===== config.mk =====
export PLATFORM = sky130hd
export DESIGN_NAME = uart_rx
export DESIGN_NICKNAME = d
export VERILOG_FILES = /design/src/rtl/uart_rx.sv
export SDC_FILE = /design/constraint.sdc
export NUM_CORES = 1
export LEC_CHECK = 0
export ABC_AREA = 1
export CAP_MARGIN = 20
export CELL_PAD_IN_SITES_DETAIL_PLACEMENT = 1
export CELL_PAD_IN_SITES_GLOBAL_PLACEMENT = 1
export CORE_MARGIN = 8
export CORE_UTILIZATION = 45
export CTS_BUF_LIST = sky130_fd_sc_hd__clkbuf_16
export CTS_CLUSTER_SIZE = 10
export DETAILED_ROUTE_END_ITERATION = 8
export PLACE_DENSITY_LB_ADDON = 0.1
export SYNTH_ARGS = -nofsm -noshare
export SYNTH_HDL_FRONTEND = slang
export SYNTH_SLANG_ARGS = --single-unit

===== constraint.sdc =====
create_clock -name clock_50MHz -period 4.11 [get_ports clock_50MHz]
set_input_delay 0.822 -clock clock_50MHz [delete_from_list [all_inputs] [get_ports clock_50MHz]]
set_output_delay 0.822 -clock clock_50MHz [all_outputs]
set_load 0.02 [all_outputs]

===== src/rtl/uart_rx.sv =====
// 8N1 UART receiver with a one-byte holding buffer, sticky overrun and a framing-error pulse.
// The line is sampled mid-bit using a baud counter that restarts at each sample point.
module uart_rx #(
    parameter int CLK_FREQ = 50000000,
    parameter int BAUD     = 115200
) (
    input  logic       clock_50MHz,
    input  logic       reset,
    input  logic       UART_Rx,
    output logic [7:0] rx_data,
    output logic       rx_valid,
    input  logic       rx_ack,
    output logic       overrun,
    output logic       frame_err,
    output logic       busy
);

    localparam int CLKS_PER_BIT = CLK_FREQ / BAUD;
    localparam int HALF         = CLKS_PER_BIT / 2;
    localparam int CW           = (CLKS_PER_BIT > 1) ? $clog2(CLKS_PER_BIT) : 1;
    localparam logic [CW-1:0] CNT_LAST = CW'(CLKS_PER_BIT - 1);
    localparam logic [CW-1:0] CNT_HALF = CW'(HALF - 1);

    typedef enum logic [1:0] {IDLE, START, DATA, STOP} state_t;

    state_t        state_q, state_d;
    logic          sync1_q, sync2_q;
    logic [CW-1:0] cnt_q, cnt_d;
    logic [2:0]    bit_cnt_q, bit_cnt_d;
    logic [7:0]    shift_q, shift_d;
    logic [7:0]    data_q, data_d;
    logic          valid_q, valid_d;
    logic          overrun_q, overrun_d;
    logic          ferr_q, ferr_d;
    logic          stop_ok, stop_bad;
    logic          line;

    assign line = sync2_q;

    always_ff @(posedge clock_50MHz or posedge reset) begin
        if (reset) begin
            sync1_q   <= 1'b1;
            sync2_q   <= 1'b1;
            state_q   <= IDLE;
            cnt_q     <= '0;
            bit_cnt_q <= '0;
            shift_q   <= '0;
            data_q    <= '0;
            valid_q   <= 1'b0;
            overrun_q <= 1'b0;
            ferr_q    <= 1'b0;
        end else begin
            sync1_q   <= UART_Rx;
            sync2_q   <= sync1_q;
            state_q   <= state_d;
            cnt_q     <= cnt_d;
            bit_cnt_q <= bit_cnt_d;
            shift_q   <= shift_d;
            data_q    <= data_d;
            valid_q   <= valid_d;
            overrun_q <= overrun_d;
            ferr_q    <= ferr_d;
        end
    end

    always_comb begin
        state_d   = state_q;
        cnt_d     = cnt_q;
        bit_cnt_d = bit_cnt_q;
        shift_d   = shift_q;
        stop_ok   = 1'b0;
        stop_bad  = 1'b0;
        case (state_q)
            IDLE: begin
                cnt_d     = '0;
                bit_cnt_d = '0;
                if (!line) state_d = START;
            end
            START: begin
                if (cnt_q == CNT_HALF) begin
                    cnt_d   = '0;
                    state_d = line ? IDLE : DATA;
                end else begin
                    cnt_d = cnt_q + 1'b1;
                end
            end
            DATA: begin
                if (cnt_q == CNT_LAST) begin
                    cnt_d     = '0;
                    shift_d   = {line, shift_q[7:1]};
                    bit_cnt_d = bit_cnt_q + 3'd1;
                    if (bit_cnt_q == 3'd7) state_d = STOP;
                end else begin
                    cnt_d = cnt_q + 1'b1;
                end
            end
            STOP: begin
                if (cnt_q == CNT_LAST) begin
                    cnt_d    = '0;
                    state_d  = IDLE;
                    stop_ok  = line;
                    stop_bad = !line;
                end else begin
                    cnt_d = cnt_q + 1'b1;
                end
            end
            default: state_d = IDLE;
        endcase
    end

    // Buffer policy: an ack in the delivery cycle frees the slot for the new byte.
    always_comb begin
        busy      = (state_q != IDLE);
        data_d    = data_q;
        valid_d   = valid_q;
        overrun_d = overrun_q;
        ferr_d    = stop_bad;
        if (rx_ack && overrun_q) overrun_d = 1'b0;
        if (stop_ok) begin
            if (!valid_q || rx_ack) begin
                data_d  = shift_q;
                valid_d = 1'b1;
            end else begin
                overrun_d = 1'b1;
            end
        end else if (rx_ack && valid_q) begin
            valid_d = 1'b0;
        end
    end

    assign rx_data   = data_q;
    assign rx_valid  = valid_q;
    assign overrun   = overrun_q;
    assign frame_err = ferr_q;

endmodule


* After elaboration in Yosys (flattened, before gate mapping)
Cells that the tools add are included.
** Operators by class
- $add $sub $neg :: 2
- Multiply operators :: 0
- Div/mod/pow operators :: 0
- $lt $le $gt $ge :: 0
- Equal/unequal tests :: 12
- Shift operators :: 0
- Multiplexer cells :: 22
- Bitwise logic cells :: 0
- Reductions and logical operators :: 15
** Operator list (count)
- $pmux 9 s3 :: 1
- $mux 9 :: 2
- $mux 2 :: 6
- $mux 1 :: 10
- $ne 2x2->1 const B :: 5
- $add 9x1->9 const B :: 1
- $eq 9x8->1 const B :: 1
- $eq 9x9->1 const B :: 1
- $pmux 2 s4 :: 1
- $reduce_and 2->1 :: 4
- $pmux 3 s2 :: 1
- $reduce_bool 2->1 :: 3
- $reduce_and 5->1 :: 1
- $eq 2x2->1 const B :: 2
- $add 3x1->3 const B :: 1
- $eq 3x3->1 const B :: 1
- $mux 3 :: 1
- $eq 2x1->1 const B :: 1
- $logic_and 1x1->1 :: 2
- $logic_not 1->1 :: 2
- $logic_not 2->1 :: 1
- $ne 2x1->1 const B :: 1
- $reduce_or 2->1 :: 1
- $logic_or 1x1->1 :: 1
** Storage, ports and cells
- Register bits :: 35
- Latch bits :: 0
- Memory bits (writable) :: 0
- Memory bits (read-only) :: 0
- Input bits :: 4
- Output and inout bits :: 12
- Logic and storage cells :: 61
- Memories kept :: 0

* Depth between registers and ports, before layout
Gate-level depths: netlist of the first run.
- Depth after elaboration :: 5
- Gate-level depth with buffers :: 10

* Worst setup path before layout of the first run
Ideal clock, no wire load.
- Path kind :: register to output
- Start point :: register (tool-made name)
- End point :: output busy
- Arrival :: 0.688 ns
- Path slack :: 2.600 ns
- Stages on the path, launching flop included :: 3
- Path buffers :: 0
- Cell sequence :: dfrtp_1 > inv_1 > nand2_1
** RTL lines
- end: declaration :: line 15 : output logic busy

* Final worst setup path of the first run
- Start point :: register state_q[0]
- End point :: output busy
** On the way
- Cells in the longest elaborated chain, start to end :: 1
** RTL lines
- start: declaration :: line 26 : state_t state_q, state_d;
- start signal: assignment :: line 55 : state_q <= state_d;
- $reduce_bool 2->1 :: line 113 : busy = (state_q != IDLE);
No other way between the ends.

==> out/summary.log, run 1 <==
[outcome] result of the run completed
[floorplan] total I/O pin count 16
[hold_path] beginning of the worst hold path sync1_q
[timing] count of final setup violators 0
[power] cell internal pwr 0.6326 mW
[cts] Resize count post-CTS 0
[yosys] instance count of the mapped netlist 171
[placement] area of placed instances 1785 µm²
[setup_path] endpoint required time on the critical path 3.29 ns
[finish] final core area utilization 57.96%
[yosys] cell area after synthesis 1590 µm²
[timing] timing-limited maximum frequency 409.9 MHz
[global_routing] global-route wire length before repair 6.410 mm
[cts] # Post-CTS Setup Buffers 0
[floorplan] floorplan core area 3363 µm²
[finish] number of diodes 0
[finish] layout cell share with drive strength beyond 1 14.06%
[global_routing] largest net degree at the start of global routing 36
[cts] clock buffer depth 2
[cts] clock transition at the register clock pins on the worst setup and hold paths after CTS 0.05 ns
[timing] Worst slew margin 61.96%
[placement] HPWL reported at the end of detailed placement 2.575 mm
[yosys] Post-Syn Nets 180
[hold_path] number of cells on the worst hold path 0
[timing] number of pins exceeding their max-slew limit in the final report 0
[finish] final std cell area, no fill 1949 µm²
[placement] I/O Buffers 15
[detailed_routing] DRC viols 0
[cts] clock latency reported for the late side of the worst-skew pair 0.28 ns
[power] Total Power Consumption 0.7758 mW
[detailed_routing] routed wirelength normalized by instance count 15.13 µm
[run] number of maximum-capacitance violations 0
[cts] CTS root buffer clkbuf_16
[hold_path] Hold Crit Class flop to flop
[detailed_routing] total number of vias 1,216
[floorplan] total die area 5692 µm²
[power] part of the power in the clock network 53.7%
[timing] final clock skew 0.005853 ns
[floorplan] Die Y 75.45 µm
[timing] RSZ-0062 raised after global routing no
[cts] CTS tree done
[global_routing] total routing resource utilization after global routing 15.23%
[cts] Post-CTS Hold Fix Bufs 0
[setup_path] worst-path maximum fanout 5
[power] power density over the cells 398.0 nW/µm²
[power] fraction of power spent switching nets 18.47%
[global_routing] grt ovf 0
[finish] area added between synthesis and finish 22.58%
[detailed_routing] Pre-Repair DR Iteration Count 4
[finish] final instance count without filler cells 238
[setup_path] Arrival @ worst endpoint 1.62 ns
[timing] worst-margin pin slew 0.5692 ns
[timing] hold violation count in the final report 0
[cts] # clock sinks 35
[setup_path] Startpoint Class flop
[floorplan] initial core utilization 47.28%
[global_routing] antenna violations before repair 0
[placement] last weighted congestion value of the routability-driven placer 0.8319
[timing] fin crit period 2.440 ns
[setup_path] FF-to-FF End shift_q[1]
[yosys] number of library cell types mapped by synthesis 26
[floorplan] Die X 75.45 µm
[yosys] synthesized area divided by synthesized cell count 9.300 µm²
[cts] number of buffers added by the clock tree synthesis step 5
[detailed_routing] remaining antenna violation count 0
[power] switching power 0.1433 mW
[timing] Period Utilization, post-route 59.36%
[cts] number of H-tree levels 2
[setup_path] R2R depth 8
[hold_path] Hold Path End line
[yosys] FF+latch count, synth 35
[placement] number of cells after detailed placement 230
[power] relative contribution of combinational cells to total power 1.5%
[setup_path] critical setup path kind flop to output pin
[setup_path] Worst setup EP type output pin
[power] maximum ir drop on the vdd rail 0.2165 mV
[finish] number of nets in the final layout 200
[detailed_routing] number of DRC markers in iteration 0 63
[floorplan] count of standard-cell rows 21
[yosys] Seq/Total Area, Yosys 55.23%
[detailed_routing] overall routed net length 3.600 mm
[timing] Final TNS setup 0 ns
[global_routing] vias in the first global route 1,384
[finish] commonest cells after routing, fill and taps aside nand2_1 (37), dfrtp_1 (33), inv_1 (22)
[finish] most common cell after layout, fill and taps aside nand2_1
[power] cell leakage power 0.9155 nW
[detailed_routing] vias per inst 5.109
[setup_path] register-to-register setup slack 2.26 ns
[yosys] number of synthesis warnings 0
[setup_path] source of the worst register-to-register timing path cnt_q[1]
[power] fraction of power consumed by sequential logic 44.8%
==> sequential cells by signal (all words and copies together) (netlist names), named ones only <==
name and cells:
state_q 1, sync1_q 1, line 1, cnt_q 9
frame_err 1, overrun 1, rx_valid 1, shift_q 8
rx_data 8, bit_cnt_q 3
==> metal layers <==
metal / wire length, µm / vias up / global-route usage, %
li1: - / 585 / -
met1: 1401 / 604 / 15.49
met2: 1990 / 19 / 27.90
met3: 137 / 8 / 4.342
met4: 72 / 0 / 7.249
met5: 0 / - / 0
==> critical path, cell delays in order (launching register included) <==
cell and delay, ns:
dfrtp_1 0.41, inv_1 0.12, nand2_1 0.17, clkdlybuf4s50_1 0.64
==> area by class of cell <==
type	count	area [µm²]
Fill cell	416	1414
Sequential cell	35	878.3
Multi-Input combinational cell	109	601.8
Timing Repair Buffer	16	157.7
Clock buffer	5	125.1
Inverter	24	90.09
Tap cell	46	57.56
Clock inverter	3	38.79
==> synthesized netlist by cell type, drive strengths merged <==
cell	instances	area share, %
nor3b	2	0.94
inv	24	5.7
nor3	4	2.0
nand4	4	1.6
ha	5	3.9
dfstp	2	3.3
a21oi	5	1.6
xnor2	1	0.55
nor2	15	4.2
nand3	11	3.5
xor2	1	0.55
dfrtp	33	52
nand2	42	11
o21ai	18	7.3
a211oi	1	0.47
buf	2	1.0
clkbuf	1	0.24
==> worst max-delay path by stage <==
stage	start	end	slack, ns	cells after the start
final	state_q[0]	busy	1.67	3
after global routing	flop	busy	1.60	3
after CTS	state_q[0]	busy	1.66	3
after detailed placement	state_q[0]	busy	1.98	3
after global placement	flop	busy	2.03	3
after floorplan	reset	asynchronous set/reset pin	2.52	1
==> kinds of logic after synthesis <==
group	share of synthesized area, %
AO/OA/AOI/OAI	9.363
flip-flops	55.23
XOR/XNOR	1.102
buffers and inverters	6.923
AND/OR/NAND/NOR	23.45
adder cells (fa/ha/maj)	3.934
==> metrics by stage <==
step	worst slack [ns]	hold slack [ns]
2_1_floorplan	2.515	0.3452
3_3_place_gp	2.032	0.3475
3_5_place_dp	1.975	0.3498
4_1_cts	1.662	0.3574
5_1_grt	1.597	0.3658
6_report	1.670	0.3576
==> power by group through the flow <==
stage / registers, mW / clock network (mW) / logic, mW
floorplan: 0.353 / 0 / 0.00612
global placement: 0.353 / 0 / 0.0117
detailed placement: 0.353 / 0 / 0.0123
CTS: 0.347 / 0.427 / 0.0123
global route: 0.347 / 0.446 / 0.0135
finish: 0.347 / 0.417 / 0.0116
Power figures use the tool's default switching activity.
==> run 2: changes to the inputs <==
- CORE_UTILIZATION: 45 -> 38
- clock period: 4.11 -> 2.1 ns (I/O delays scaled with it)
==> run 2 against run 1 <==
Clock-buffer cell count unchanged. Combinational power grew 94%. Setup slack lost 1.3 ns. Routed wire length shrank 4.1%. Global-route usage shrank 3.3 points. Critical path type is now flop to flop. Largest cell class unchanged. Highest routed layer unchanged.
==> out/summary.log, run 2 (same netlist as run 1, synthesis figures left out) <==
[timing] fin crit period 1.754 ns
[cts] clock transition at the register clock pins on the worst setup and hold paths after CTS 0.05 ns
[cts] clock latency reported for the late side of the worst-skew pair 0.28 ns
[detailed_routing] vias per inst 4.843
[finish] commonest cells after routing, fill and taps aside nand2_1 (37), dfrtp_1 (33), inv_1 (22)
[timing] RSZ-0062 raised after global routing no
[run] number of maximum-capacitance violations 0
[detailed_routing] overall routed net length 3.451 mm
[detailed_routing] Pre-Repair DR Iteration Count 3
[finish] most common cell after layout, fill and taps aside nand2_1
[timing] timing-limited maximum frequency 570.0 MHz
[floorplan] Die X 80.69 µm
[timing] Worst slew margin 64.70%
[outcome] result of the run completed
[detailed_routing] routed wirelength normalized by instance count 14.26 µm
[global_routing] total routing resource utilization after global routing 11.91%
[timing] worst-case hold slack 0.3571 ns
[timing] Final TNS setup 0 ns
[global_routing] busiest layer in global routing met2
[detailed_routing] DRC viols 0
[setup_path] Startpoint Class flop
[timing] hold violation count in the final report 0
[finish] layout cell share with drive strength beyond 1 13.54%
[timing] count of final setup violators 0
[timing] final clock skew 0.001876 ns
[floorplan] Die Y 80.69 µm
[global_routing] global-route wire length before repair 6.023 mm
[detailed_routing] total number of vias 1,172
[setup_path] critical setup path kind flop to flop
[finish] number of nets in the final layout 200
[timing] worst-margin pin slew 0.5283 ns
[finish] most flop-heavy register cnt_q
[global_routing] met3 routing resource usage after global routing 3.906%
[floorplan] floorplan core area 4029 µm²
[cts] Post-CTS Hold Fix Bufs 0
[placement] I/O Buffers 15
[placement] HPWL reported at the end of detailed placement 2.519 mm
[cts] number of buffers added by the clock tree synthesis step 5
[setup_path] worst-path maximum fanout 20
[detailed_routing] remaining antenna violation count 0
[finish] area added between synthesis and finish 21.56%
[cts] Resize count post-CTS 0
[floorplan] total die area 6511 µm²
[setup_path] Worst setup EP type flop
[global_routing] met2 demand-to-capacity share in global routing 20.37%
[global_routing] antenna violations before repair 0
[cts] CTS root buffer clkbuf_16
[placement] Post-Place Setup Slack 0.3361 ns
[finish] Filler Cells Inserted 471
[finish] max reg flops 9
[setup_path] Arrival @ worst endpoint 1.93 ns
[timing] Period Utilization, post-route 83.54%
[cts] # clock sinks 35
[cts] CTS tree done
[cts] # Post-CTS Setup Buffers 0
[detailed_routing] number of DRC markers in iteration 0 30
[global_routing] vias in the first global route 1,299
[global_routing] largest net degree at the start of global routing 36
[timing] worst path setup slack after routing 0.3457 ns
[power] cell leakage power 0.8987 nW
[cts] clock buffer depth 2
[hold_path] Hold Crit Class flop to flop
[floorplan] initial core utilization 39.47%
[global_routing] grt ovf 0
[floorplan] count of standard-cell rows 23
[finish] number of diodes 0
[cts] number of H-tree levels 2
[power] maximum ir drop on the vdd rail 0.4242 mV
[timing] number of pins exceeding their max-slew limit in the final report 0
[setup_path] endpoint required time on the critical path 2.28 ns
[power] power density over the cells 726.6 nW/µm²
[global_routing] met1 demand-to-capacity share in global routing 13.47%
[finish] final core area utilization 47.98%
[placement] last weighted congestion value of the routability-driven placer 0.8425
[floorplan] total I/O pin count 16
[run 2: changes by cell type in the layout (fill, tap and decap cells not counted)]
cell             before  now
clkinv_2              1    0
clkinv_1              1    2
clkinvlp_4            0    1
clkdlybuf4s50_1      15   14
dlymetal6s2s_1        0    1
bufinv_16             1    0
[run 2: metal layers]
layer | share of wire [%] | routed length (µm)
met3 | 3.9 | 133
met5 | 0 | 0
met2 | 51 | 1744
met1 | 44 | 1518
met4 | 1.6 | 54
[run 2: area by class of cell]
| cell class | instances | area (µm²) | area share (%) |
|---|---|---|---|
| Inverter | 24 | 90.09 | 4.660 |
| Tap cell | 50 | 62.56 | 3.236 |
| Sequential cell | 35 | 878.3 | 45.44 |
| Multi-Input combinational cell | 109 | 601.8 | 31.13 |
| Clock inverter | 3 | 15.01 | 0.7767 |
| Timing Repair Buffer | 16 | 160.2 | 8.285 |
| Clock buffer | 5 | 125.1 | 6.473 |
[run 2: stage by stage]
stage          cells  power, mW  cell area [µm²]
6_report         242      1.405             1933
4_1_cts          242      1.428             1931
3_3_place_gp     234     0.7150             1790
2_1_floorplan    171     0.7029             1590
3_5_place_dp     234     0.7155             1790
5_1_grt          242      1.453             1933
[run 2: worst paths after layout]
kind	cells after the start	slack, ns	from	end
worst max-delay path	8	0.35	cnt_q[1]	shift_q[4]
worst min-delay path	0	0.36	sync1_q	line
worst max register to register	8	0.35	cnt_q[1]	shift_q[4]
worst min register to register	0	0.36	sync1_q	line
max in group asynchronous	3	1.21	reset	line
min in group asynchronous	3	0.55	reset	overrun
[run 2: power by group]
| group | internal (mW) | switching [mW] | leakage, nW | total (mW) |
|---|---|---|---|---|
| clock | 0.430 | 0.272 | 0.0649 | 0.703 |
| sequential | 0.678 | 0.00111 | 0.467 | 0.679 |
| combinational | 0.00684 | 0.0157 | 0.367 | 0.0225 |
| total | 1.12 | 0.289 | 0.899 | 1.40 |
[run 2: worst max-delay path, stage by stage, from the launching register on]
cell and delay (ns):
dfrtp_1 0.39, inv_1 0.08, ha_1 0.14, nand2_1 0.06, nor2_2 0.17, nand2_4 0.10
inv_2 0.08, nand2_1 0.32, o21ai_0 0.32
==> run 3: changes to the inputs <==
- CORE_UTILIZATION: 38 -> 42
- clock period: 2.1 -> 1.7 ns (I/O delays scaled with it)
==> run 3 against run 2 <==
Core utilization grew 7.7 points. Worst hold slack got worse by 0.0011 ns. Clock-buffer cell count unchanged. Combinational power up 40%. Setup slack lost 0.27 ns. Non-clock buffer count grew 6. Final cell count is 2.1% higher. Register-to-register slack worse by 0.27 ns. Critical endpoint is now rx_data[6]. Largest cell class unchanged. Largest power group unchanged.
==> out/summary.log, run 3 (same netlist as run 1, synthesis figures left out) <==
[global_routing] vias in the first global route 1,359
[hold_path] number of cells on the worst hold path 0
[placement] HPWL reported at the end of detailed placement 2.722 mm
[power] cell leakage power 0.9395 nW
[floorplan] Die Y 77.54 µm
[setup_path] number of stages on the worst setup path 9
[timing] worst-case hold slack 0.3559 ns
[cts] CTS root buffer clkbuf_16
[cts] clock latency reported for the late side of the worst-skew pair 0.28 ns
[setup_path] Worst setup EP type flop
[power] Total Power Consumption 1.714 mW
[finish] commonest cells after routing, fill and taps aside dfrtp_1 (32), nand2_1 (29), inv_1 (21)
[finish] number of nets in the final layout 207
[setup_path] Startpoint Class flop
[setup_path] kind of cell with the highest combined delay on the critical path simple AND/OR/NAND/NOR gates
[global_routing] grt ovf 0
[finish] layout cell share with drive strength beyond 1 22.61%
[detailed_routing] DRC viols 0
[setup_path] R2R depth 9
[power] power density over the cells 841.1 nW/µm²
[cts] Post-CTS Hold Fix Bufs 0
[finish] most common cell after layout, fill and taps aside dfrtp_1
[cts] CTS tree done
[placement] last weighted congestion value of the routability-driven placer 0.7283
[floorplan] count of standard-cell rows 22
[setup_path] cells traversed along the worst timing path inv_2 -> ha_4 -> nand2_2 -> nor2_4 -> nand2_4 -> nor3_4 -> nand2_4 -> nand2_2 -> o21ai_2
[detailed_routing] overall routed net length 3.865 mm
[setup_path] critical setup path kind flop to flop
[cts] clock buffer depth 2
[timing] final clock skew 0.004292 ns
[timing] Final TNS setup 0 ns
[global_routing] total routing resource utilization after global routing 13.20%
[detailed_routing] routed wirelength normalized by instance count 15.65 µm
[global_routing] largest net degree at the start of global routing 36
[run] number of maximum-capacitance violations 0
[finish] area added between synthesis and finish 28.17%
[hold_path] Hold Crit Class flop to flop
[timing] worst-margin pin slew 0.3265 ns
[detailed_routing] vias per inst 5.138
[floorplan] total die area 6012 µm²
[timing] timing-limited maximum frequency 614.7 MHz
[detailed_routing] remaining antenna violation count 0
[outcome] result of the run completed
[timing] count of final setup violators 0
[cts] number of H-tree levels 2
[cts] # clock sinks 35
[floorplan] initial core utilization 43.44%
[floorplan] floorplan core area 3661 µm²
[timing] hold violation count in the final report 0
[timing] Worst slew margin 78.16%
[setup_path] worst-path maximum fanout 8
[placement] area of placed instances 1823 µm²
[detailed_routing] total number of vias 1,269
[placement] I/O Buffers 15
[timing] fin crit period 1.627 ns
[setup_path] endpoint required time on the critical path 1.86 ns
[setup_path] maximum single-stage delay on the critical path 0.40 ns
[cts] number of buffers added by the clock tree synthesis step 5
[timing] number of pins exceeding their max-slew limit in the final report 0
[timing] Period Utilization, post-route 95.70%
[setup_path] register-to-register setup slack 0.07 ns
[finish] number of diodes 0
[detailed_routing] number of DRC markers in iteration 0 28
[finish] final std cell area, no fill 2038 µm²
[setup_path] Worst path slowest cell dfrtp_1
[floorplan] Die X 77.54 µm
[floorplan] total I/O pin count 16
[cts] clock transition at the register clock pins on the worst setup and hold paths after CTS 0.05 ns
[detailed_routing] Pre-Repair DR Iteration Count 4
[setup_path] Arrival @ worst endpoint 1.79 ns
[global_routing] global-route wire length before repair 6.272 mm
[setup_path] buffering stage count on the worst path with inverters included 1
[power] maximum ir drop on the vdd rail 0.5544 mV
[finish] most flop-heavy register cnt_q
[finish] final core area utilization 55.67%
[global_routing] antenna violations before repair 0
[finish] max reg flops 9
run 3: layer usage:
metal	vias up	GRT usage, %	share of wire [%]	wire length [µm]
met5	-	0	0	0
met4	0	6.415	2.1	81
met3	7	4.378	3.4	130
met2	22	24.94	56	2165
met1	632	12.44	38	1488
li1	608	-	-	-
run 3: final cells by class:
cell class,count,area (µm²)
Multi-Input combinational cell,110,654.4
Inverter,24,90.09
Timing Repair Buffer,22,217.7
Fill cell,419,1623
Sequential cell,35,879.6
Clock buffer,5,125.1
Tap cell,48,60.06
Clock inverter,3,11.26
run 3: final timing paths:
check,end,start
hold / removal,line,sync1_q
setup / recovery,rx_data[6],cnt_q[1]
min in group asynchronous,rx_data[2],reset
hold reg to reg,line,sync1_q
max in group asynchronous,sync1_q,reset
setup reg to reg,rx_data[6],cnt_q[1]
run 3: power by group:
group          switching [mW]  internal [mW]  total (mW)
sequential            0.00165          0.838       0.840
clock                   0.316          0.526       0.843
combinational          0.0199         0.0117      0.0316
total                   0.338           1.38        1.71
run 3: repair_timing:
action	CTS	global route
gates cloned	0	2
pin swaps	0	4
endpoints found under the setup margin	1	19
resized for setup	1	20
setup buffers	0	2
run 3: metrics by stage:
stage / cells / setup WS (ns)
2_1_floorplan: 171 / 0.2011
4_1_cts: 243 / 0.01251
3_5_place_dp: 235 / 0.02802
5_1_grt: 247 / -0.02781
6_report: 247 / 0.07308
3_3_place_gp: 235 / 0.1406
